File: src/rtl/sync_fifo_flags.sv
// Parametrised single-clock FIFO with occupancy count, almost-full/almost-empty thresholds
// and, when FIFO_ERR_FLAGS_EN is defined, sticky overflow/underflow error flags.
module sync_fifo_flags #(
  parameter int WIDTH    = 8,
  parameter int DEPTH    = 16,
  parameter int AF_LEVEL = DEPTH - 2,
  parameter int AE_LEVEL = 2
) (
  input  logic                       clk,
  input  logic                       reset,
  input  logic                       w_en,
  input  logic [WIDTH-1:0]           data_in,
  input  logic                       r_en,
  output logic [WIDTH-1:0]           data_out,
  output logic                       full,
  output logic                       empty,
  output logic                       almost_full,
  output logic                       almost_empty,
  output logic [$clog2(DEPTH):0]     count,
  output logic                       overflow,
  output logic                       underflow,
  input  logic                       err_clr
);

  localparam int AW = $clog2(DEPTH);
  localparam int CW = AW + 1;

  logic [WIDTH-1:0] r_mem [DEPTH];
  logic [AW-1:0]    r_wr_ptr;
  logic [AW-1:0]    r_rd_ptr;
  logic [CW-1:0]    r_count;
  logic [WIDTH-1:0] r_data_out;

  logic w_full;
  logic w_empty;
  logic w_wr_ok;
  logic w_rd_ok;

  // Flags depend only on the count register, never on the request inputs.
  assign w_full  = (r_count == CW'(DEPTH));
  assign w_empty = (r_count == '0);
  assign w_wr_ok = w_en && !w_full;
  assign w_rd_ok = r_en && !w_empty;

  always_ff @(posedge clk) begin
    if (w_wr_ok) begin
      r_mem[r_wr_ptr] <= data_in;
    end
  end

  always_ff @(posedge clk or posedge reset) begin
    if (reset) begin
      r_wr_ptr   <= '0;
      r_rd_ptr   <= '0;
      r_count    <= '0;
      r_data_out <= '0;
    end else begin
      if (w_wr_ok) begin
        r_wr_ptr <= r_wr_ptr + 1'b1;
      end
      if (w_rd_ok) begin
        r_rd_ptr   <= r_rd_ptr + 1'b1;
        r_data_out <= r_mem[r_rd_ptr];
      end
      case ({w_wr_ok, w_rd_ok})
        2'b10:   r_count <= r_count + 1'b1;
        2'b01:   r_count <= r_count - 1'b1;
        default: r_count <= r_count;
      endcase
    end
  end

  assign data_out     = r_data_out;
  assign count        = r_count;
  assign full         = w_full;
  assign empty        = w_empty;
  assign almost_full  = (r_count >= CW'(AF_LEVEL));
  assign almost_empty = (r_count <= CW'(AE_LEVEL));

`ifdef FIFO_ERR_FLAGS_EN
  logic r_overflow;
  logic r_underflow;

  // A set in the same cycle as err_clr takes priority.
  always_ff @(posedge clk or posedge reset) begin
    if (reset) begin
      r_overflow  <= 1'b0;
      r_underflow <= 1'b0;
    end else begin
      if (w_en && w_full) begin
        r_overflow <= 1'b1;
      end else if (err_clr) begin
        r_overflow <= 1'b0;
      end
      if (r_en && w_empty) begin
        r_underflow <= 1'b1;
      end else if (err_clr) begin
        r_underflow <= 1'b0;
      end
    end
  end

  assign overflow  = r_overflow;
  assign underflow = r_underflow;
`else
  logic w_unused_err_clr;

  assign w_unused_err_clr = err_clr;
  assign overflow         = 1'b0;
  assign underflow        = 1'b0;
`endif

endmodule

File: config.mk
export PLATFORM = sky130hd
export DESIGN_NAME = sync_fifo_flags
export DESIGN_NICKNAME = d
export VERILOG_FILES = /design/src/rtl/sync_fifo_flags.sv
export SDC_FILE = /design/constraint.sdc
export NUM_CORES = 1
export LEC_CHECK = 0
export ABC_AREA = 1
export CAP_MARGIN = 20
export CORE_MARGIN = 2
export CORE_UTILIZATION = 62
export CTS_BUF_LIST = sky130_fd_sc_hd__clkbuf_4
export CTS_CLUSTER_SIZE = 16
export DETAILED_ROUTE_END_ITERATION = 12
export MAX_ROUTING_LAYER = met4
export PLACE_DENSITY = 0.94
export SETUP_SLACK_MARGIN = 0.4
export SLEW_MARGIN = 30
export SYNTH_ARGS = -nofsm -noshare
export SYNTH_HDL_FRONTEND = slang
export SYNTH_SLANG_ARGS = --single-unit
File: constraint.sdc
create_clock -name clk -period 2.95 [get_ports clk]
set_clock_uncertainty 0.1 [all_clocks]
set_input_delay 0.295 -clock clk [delete_from_list [all_inputs] [get_ports clk]]
set_output_delay 0.295 -clock clk [all_outputs]
set_load 0.01 [all_outputs]
==> impl_metrics.env, run 1 <==
export IMPL_root_buffer="clkbuf_4"
export IMPL_route_detailed_drc=0
export IMPL_synth_warnings=0
export IMPL_min_delay_path_class="input port to async pin"
export IMPL_start_util=0.6289
export IMPL_ys_types=26
export IMPL_drt_iter0_drc=691
export IMPL_clock_path_buffers=2
export IMPL_routed_wl_um=15500
export IMPL_avgSynthCellArea_um2=9.908
export IMPL_drtAntennaViolNets=0
export IMPL_syn_to_final_growth_pct=11.88
export IMPL_ys_seq_area_frac=0.6494
export IMPL_gp_congestion=0.9080
export IMPL_synth_cells=679
export IMPL_ys_ff_latch=149
export IMPL_worst_setup_path_start_kind="register"
export IMPL_reg2regPathDepth=13
export IMPL_crit_required_ns=2.56
export IMPL_synth_top_area_share=0.5713
export IMPL_cts_buffers=17
export IMPL_dieArea_mm2=0.01170
export IMPL_placed_cell_area_mm2=0.007159
export IMPL_syn_area_mm2=0.006728
export IMPL_detail_route_wl_per_cell_um=17.75
export IMPL_timing_rr_end="count[4]"
export IMPL_crit_fanout=4
export IMPL_maxSlewHeadroom=0.4403
export IMPL_period_share=0.8563
export IMPL_crit_reg2reg_launch="count[1]"
export IMPL_grt_setup_unrepaired="true"
export IMPL_path_class="register to output port"
export IMPL_nNetsFinal=743
export IMPL_drtPass1Iterations=10
export IMPL_ioPinCount=32
export IMPL_utilization=0.7036
export IMPL_path_clk_slew_ns=0.12
export IMPL_report_final_hold_viol_count=0
export IMPL_die_w_um=108.2
export IMPL_powerDensity_mw_per_mm2=877.5
export IMPL_synth_top_area_cell="edfxtp_1"
export IMPL_rows=38
export IMPL_status="completed"
export IMPL_max_freq_mhz=395.9
export IMPL_dp_hpwl_um=9357
export IMPL_setup_violations_final=0
export IMPL_end_kind="output port"
export IMPL_overflow=0
export IMPL_cts_tree="yes"
export IMPL_grt_pass1_vias=4838
export IMPL_ir_drop_v=0.0005593
export IMPL_grt_usage=0.2885
export IMPL_htree_num_levels=4
export IMPL_cts_sinks=149
export IMPL_fp_dieH_um=108.2
export IMPL_dr_total_vias=4957
export IMPL_p_leak_nw=3.362
export IMPL_crit_end="full"
export IMPL_final_area_mm2=0.007527
export IMPL_grt_first_pass_wirelength_um=24110
export IMPL_viasPerCell=5.678
export IMPL_finalCriticalPeriod_ns=2.526
export IMPL_layout_commonest_cell="nand2_1"
export IMPL_maxCapViolations=0
export IMPL_place_port_buffers=28
export IMPL_antenna_found_initial=1
export IMPL_crit_arrival_ns=2.13
export IMPL_finalSetupTns_ns=0
export IMPL_clk_latency_ns=0.53
export IMPL_core_area_mm2=0.01070
export IMPL_postCtsHoldBufs=0
export IMPL_tightest_slew_ns=0.8344
export IMPL_crit_start="count[1]"
export IMPL_grt_max_degree=68
export IMPL_synth_top_cells_by_area="edfxtp_1, nand2_1, dfrtp_1"
export IMPL_drv_slew=0
export IMPL_r2r_slack_ns=0.44
export IMPL_layout_common_cells="nand2_1, edfxtp_1, inv_1, nand3_1, clkdlybuf4s50_1"
export IMPL_layout_drive_gt1_share=0.09153
cell usage after synthesis (all sizes together):
cell,number
a2111oi,1
a21oi,2
a31oi,1
buf,30
clkbuf,1
clkinv,1
conb,1
dfrtp,21
edfxtp,128
fa,1
ha,9
inv,121
nand2,232
nand3,100
nor2,2
nor3,16
nor4,1
o21ai,3
o21bai,1
xnor2,4
xor2,3
worst max-delay path: stages (launching register included):
cell	delay [ns]
dfrtp_2	0.46
nor4_4	0.35
nand2_1	0.14
inv_1	0.10
clkdlybuf4s50_1	0.54
stage by stage:
stage,worst slack (ns),cells,hold WS (ns),total power [mW]
floorplan,0.4373,680,0.1715,4.382
global placement,0.3788,835,0.3673,5.036
detailed placement,0.3176,835,0.3684,5.203
CTS,0.4286,866,0.1338,6.479
global route,0.2829,873,0.04180,6.971
finish,0.4239,873,0.006760,6.606
kinds of logic after synthesis:
group	after synthesis	synth area share
simple gates	351	0.2191
fa+ha+maj	10	0.01971
flops	149	0.6494
xor+xnor	7	0.009113
other cells	1	0.0005574
compound gates	8	0.007068
buf+inv	153	0.09503
routing by layer:
| layer | part of all wire | track usage | wire length (µm) |
|---|---|---|---|
| met5 | 0 | - | 0 |
| met4 | 0.039 | 0.1456 | 609 |
| met3 | 0.083 | 0.05726 | 1280 |
| met2 | 0.52 | 0.4654 | 8013 |
| met1 | 0.36 | 0.3495 | 5596 |
how the worst min path moves through the flow:
stage / startpoint / endpoint / slack, ns / depth (start not counted)
final: reset / data_out[5] / 0.007 / 2
after global routing: reset / data_out[5] / 0.04 / 2
after CTS: reset / data_out[3] / 0.13 / 2
after detailed placement: data_out[1] / data_out[1] / 0.37 / 2
after global placement: data_out[5] / data_out[5] / 0.37 / 2
after floorplan: reset / count[0] / 0.17 / 1
registers in the layout, summed over array words and instances, names as in the netlist:
| signal | flops |
|---|---|
| r_rd_ptr | 4 |
| r_wr_ptr | 4 |
| count | 5 |
| data_out | 8 |
| r_mem | 128 |
final cells by class:
cell class | count | area [µm²]
sequential | 149 | 4374
clock buffer | 20 | 150.1
fill | 654 | 3171
multi-input combinational | 378 | 1757
antenna | 1 | 2.502
inverter | 122 | 457.9
clock inverter | 11 | 135.1
timing repair buffer | 52 | 475.5
tap | 140 | 175.2
repair_timing:
action	4_1_cts	5_1_grt
setup buffers	0	6
hold endpoints to repair	0	0
gates resized for setup	5	3
setup endpoints to repair	3	3
pin swaps	1	1
power by group:
group / total, mW / internal, mW / switching [mW]
registers: 2.78 / 2.58 / 0.204
logic: 2.55 / 0.876 / 1.67
clock network: 1.28 / 0.603 / 0.673
Power figures use the tool's default switching activity.
==> run 2: changes to the inputs <==
--- a/config.mk
+++ b/config.mk
@@ -15,7 +15,6 @@
 export MAX_ROUTING_LAYER = met4
 export PLACE_DENSITY = 0.94
 export SETUP_SLACK_MARGIN = 0.4
-export SLEW_MARGIN = 30
 export SYNTH_ARGS = -nofsm -noshare
 export SYNTH_HDL_FRONTEND = slang
 export SYNTH_SLANG_ARGS = --single-unit
==> constraint.sdc (replaced) <==
create_clock -name clk -period 2.95 [get_ports clk]
set_clock_uncertainty 0.1 [all_clocks]
set_input_delay 0.59 -clock clk [delete_from_list [all_inputs] [get_ports clk]]
set_output_delay 0.59 -clock clk [all_outputs]
set_load 0.01 [all_outputs]
==> run 2 against run 1 <==
Via count is 3.7% higher. Flip-flop and latch count stayed put. Worst setup slack better by 0.046 ns. Worst hold slack better by 0.37 ns. Non-clock buffer count is 5 higher. Combinational power is 5% higher. Sequential share of layout area is 0.46 points lower. Die area stayed put. Largest cell class unchanged.
==> impl_metrics.env, run 2 (synthesized netlist as in run 1, its figures left out) <==
export IMPL_dp_hpwl_um=9608
export IMPL_status="completed"
export IMPL_layout_common_cells="nand2_1, edfxtp_1, inv_1, nand3_1, buf_4"
export IMPL_postCtsHoldBufs=0
export IMPL_min_delay_path_class="input port to async pin"
export IMPL_crit_fanout=6
export IMPL_setup_violations_final=0
export IMPL_grt_max_degree=68
export IMPL_viasPerCell=5.849
export IMPL_top_register="r_mem"
export IMPL_path_common_cell="nand2_1"
export IMPL_rows=38
export IMPL_gp_congestion=0.8161
export IMPL_crit_required_ns=3.32
export IMPL_end_kind="register"
export IMPL_overflow=0
export IMPL_max_freq_mhz=403.1
export IMPL_nNetsFinal=748
export IMPL_grt_first_pass_wirelength_um=25470
export IMPL_routed_wl_um=16550
export IMPL_maxCapViolations=0
export IMPL_multiInputGateArea_mm2=0.001757
export IMPL_antenna_found_initial=1
export IMPL_syn_to_final_growth_pct=12.81
export IMPL_preCtsSetupSlack_ns=0.3330
export IMPL_crit_reg2reg_launch="count[3]"
export IMPL_drv_slew=0
export IMPL_reg2regPathDepth=13
export IMPL_start_util=0.6289
export IMPL_largest_register_ffs=128
export IMPL_period_share=0.8409
export IMPL_dr_total_vias=5141
export IMPL_fillers=622
export IMPL_cts_tree="yes"
export IMPL_report_final_hold_viol_count=0
export IMPL_tightest_slew_ns=0.8682
export IMPL_route_detailed_drc=0
export IMPL_cts_buffers=17
export IMPL_ioPinCount=32
export IMPL_core_area_mm2=0.01070
export IMPL_timing_rr_end="count[4]"
export IMPL_path_class="register to register"
export IMPL_r2r_slack_ns=0.47
export IMPL_powerDensity_mw_per_mm2=893.5
export IMPL_crit_arrival_ns=2.85
export IMPL_regArea_mm2=0.004375
export IMPL_layout_drive_gt1_share=0.09892
export IMPL_die_w_um=108.2
export IMPL_root_buffer="clkbuf_4"
export IMPL_cts_sinks=149
export IMPL_clock_path_buffers=2
export IMPL_slowest_stage="dfrtp_2"
export IMPL_worst_setup_path_start_kind="register"
export IMPL_p_leak_nw=3.408
export IMPL_finalSetupTns_ns=0
export IMPL_htree_num_levels=4
export IMPL_critPathMaxStageDelay_ns=0.50
export IMPL_detail_route_wl_per_cell_um=18.83
export IMPL_finalCriticalPeriod_ns=2.481
export IMPL_grt_usage=0.3091
export IMPL_timing_final_ws_setup_ns=0.4694
export IMPL_dieArea_mm2=0.01170
export IMPL_drtAntennaViolNets=0
export IMPL_fp_dieH_um=108.2
export IMPL_grt_pass1_vias=5026
export IMPL_layout_commonest_cell="nand2_1"
export IMPL_path_cells="nor4_4 -> nand2_1 -> nand2_2 -> ha_4 -> inv_1 -> fa_1 -> inv_1 -> nand2_1 -> nand2_1 -> a21oi_2 -> xor2_1 -> nand2_1 -> nand2_1"
export IMPL_maxSlewHeadroom=0.4205
export IMPL_drt_iter0_drc=820
export IMPL_ir_drop_v=0.0006225
export IMPL_place_port_buffers=28
export IMPL_path_clk_slew_ns=0.13
export IMPL_clk_latency_ns=0.57
export IMPL_grt_setup_unrepaired="false"
export IMPL_drtPass1Iterations=8
## run 2: repair_timing
| item | 4_1_cts | 5_1_grt |
|---|---|---|
| resized for setup | 11 | 10 |
| pin swaps | 1 | 4 |
| setup buffers | 2 | 1 |
| endpoints found under the setup margin | 3 | 5 |
## run 2: stage by stage
stage	hold WS, ns	power [mW]	instance area [µm²]	util	std cells
2_1_floorplan	0.3925	4.382	6731	-	680
6_report	0.3774	6.781	7590	0.7095	879
3_3_place_gp	0.3673	5.046	7207	0.6737	842
5_1_grt	0.4353	7.099	7590	0.7095	879
3_5_place_dp	0.3724	5.221	7207	0.6737	842
4_1_cts	0.3946	6.559	7526	0.7035	876
## run 2: report_power, final
part           total (mW)  internal, mW  switching, mW
clock network        1.32         0.589          0.731
logic                2.68         0.910           1.77
registers            2.78          2.58          0.203
total                6.78          4.08           2.71
## run 2: worst max-delay path by stage
stage | startpoint | to | slack [ns] | depth (start not counted)
after floorplan | count[1] | count[4] | 0.44 | 14
after global placement | r_en | count[4] | 0.37 | 13
after detailed placement | r_en | count[4] | 0.33 | 13
after CTS | count[2] | empty | 0.21 | 4
after global routing | count[3] | count[4] | 0.36 | 13
final | count[3] | count[4] | 0.47 | 13
## run 2: final cells by class
class / instances / area share
clock inverter: 14 / 0.02127
timing repair buffer: 57 / 0.06924
clock buffer: 18 / 0.01780
tap: 140 / 0.02308
inverter: 122 / 0.06034
sequential: 149 / 0.5765
antenna: 1 / 0.0003297
multi-input combinational: 378 / 0.2315
## run 2: per-layer routing
metal | global-route usage | vias up | share of wire
li1 | - | 2263 | -
met1 | 0.3539 | 2344 | 0.33
met2 | 0.4897 | 439 | 0.50
met3 | 0.08137 | 95 | 0.11
met4 | 0.1886 | 0 | 0.059
met5 | - | - | 0
## run 2: critical path, delay by kind of cell (launching register included)
family                     cells  cell delay (ns)
xor gates and xnor gates       1             0.16
AOI/OAI and AO/OA              1             0.06
and+or+nand+nor                7             0.87
adders and majority gates      2             0.56
buffers and inverters          2             0.14
DFF                            1             0.50
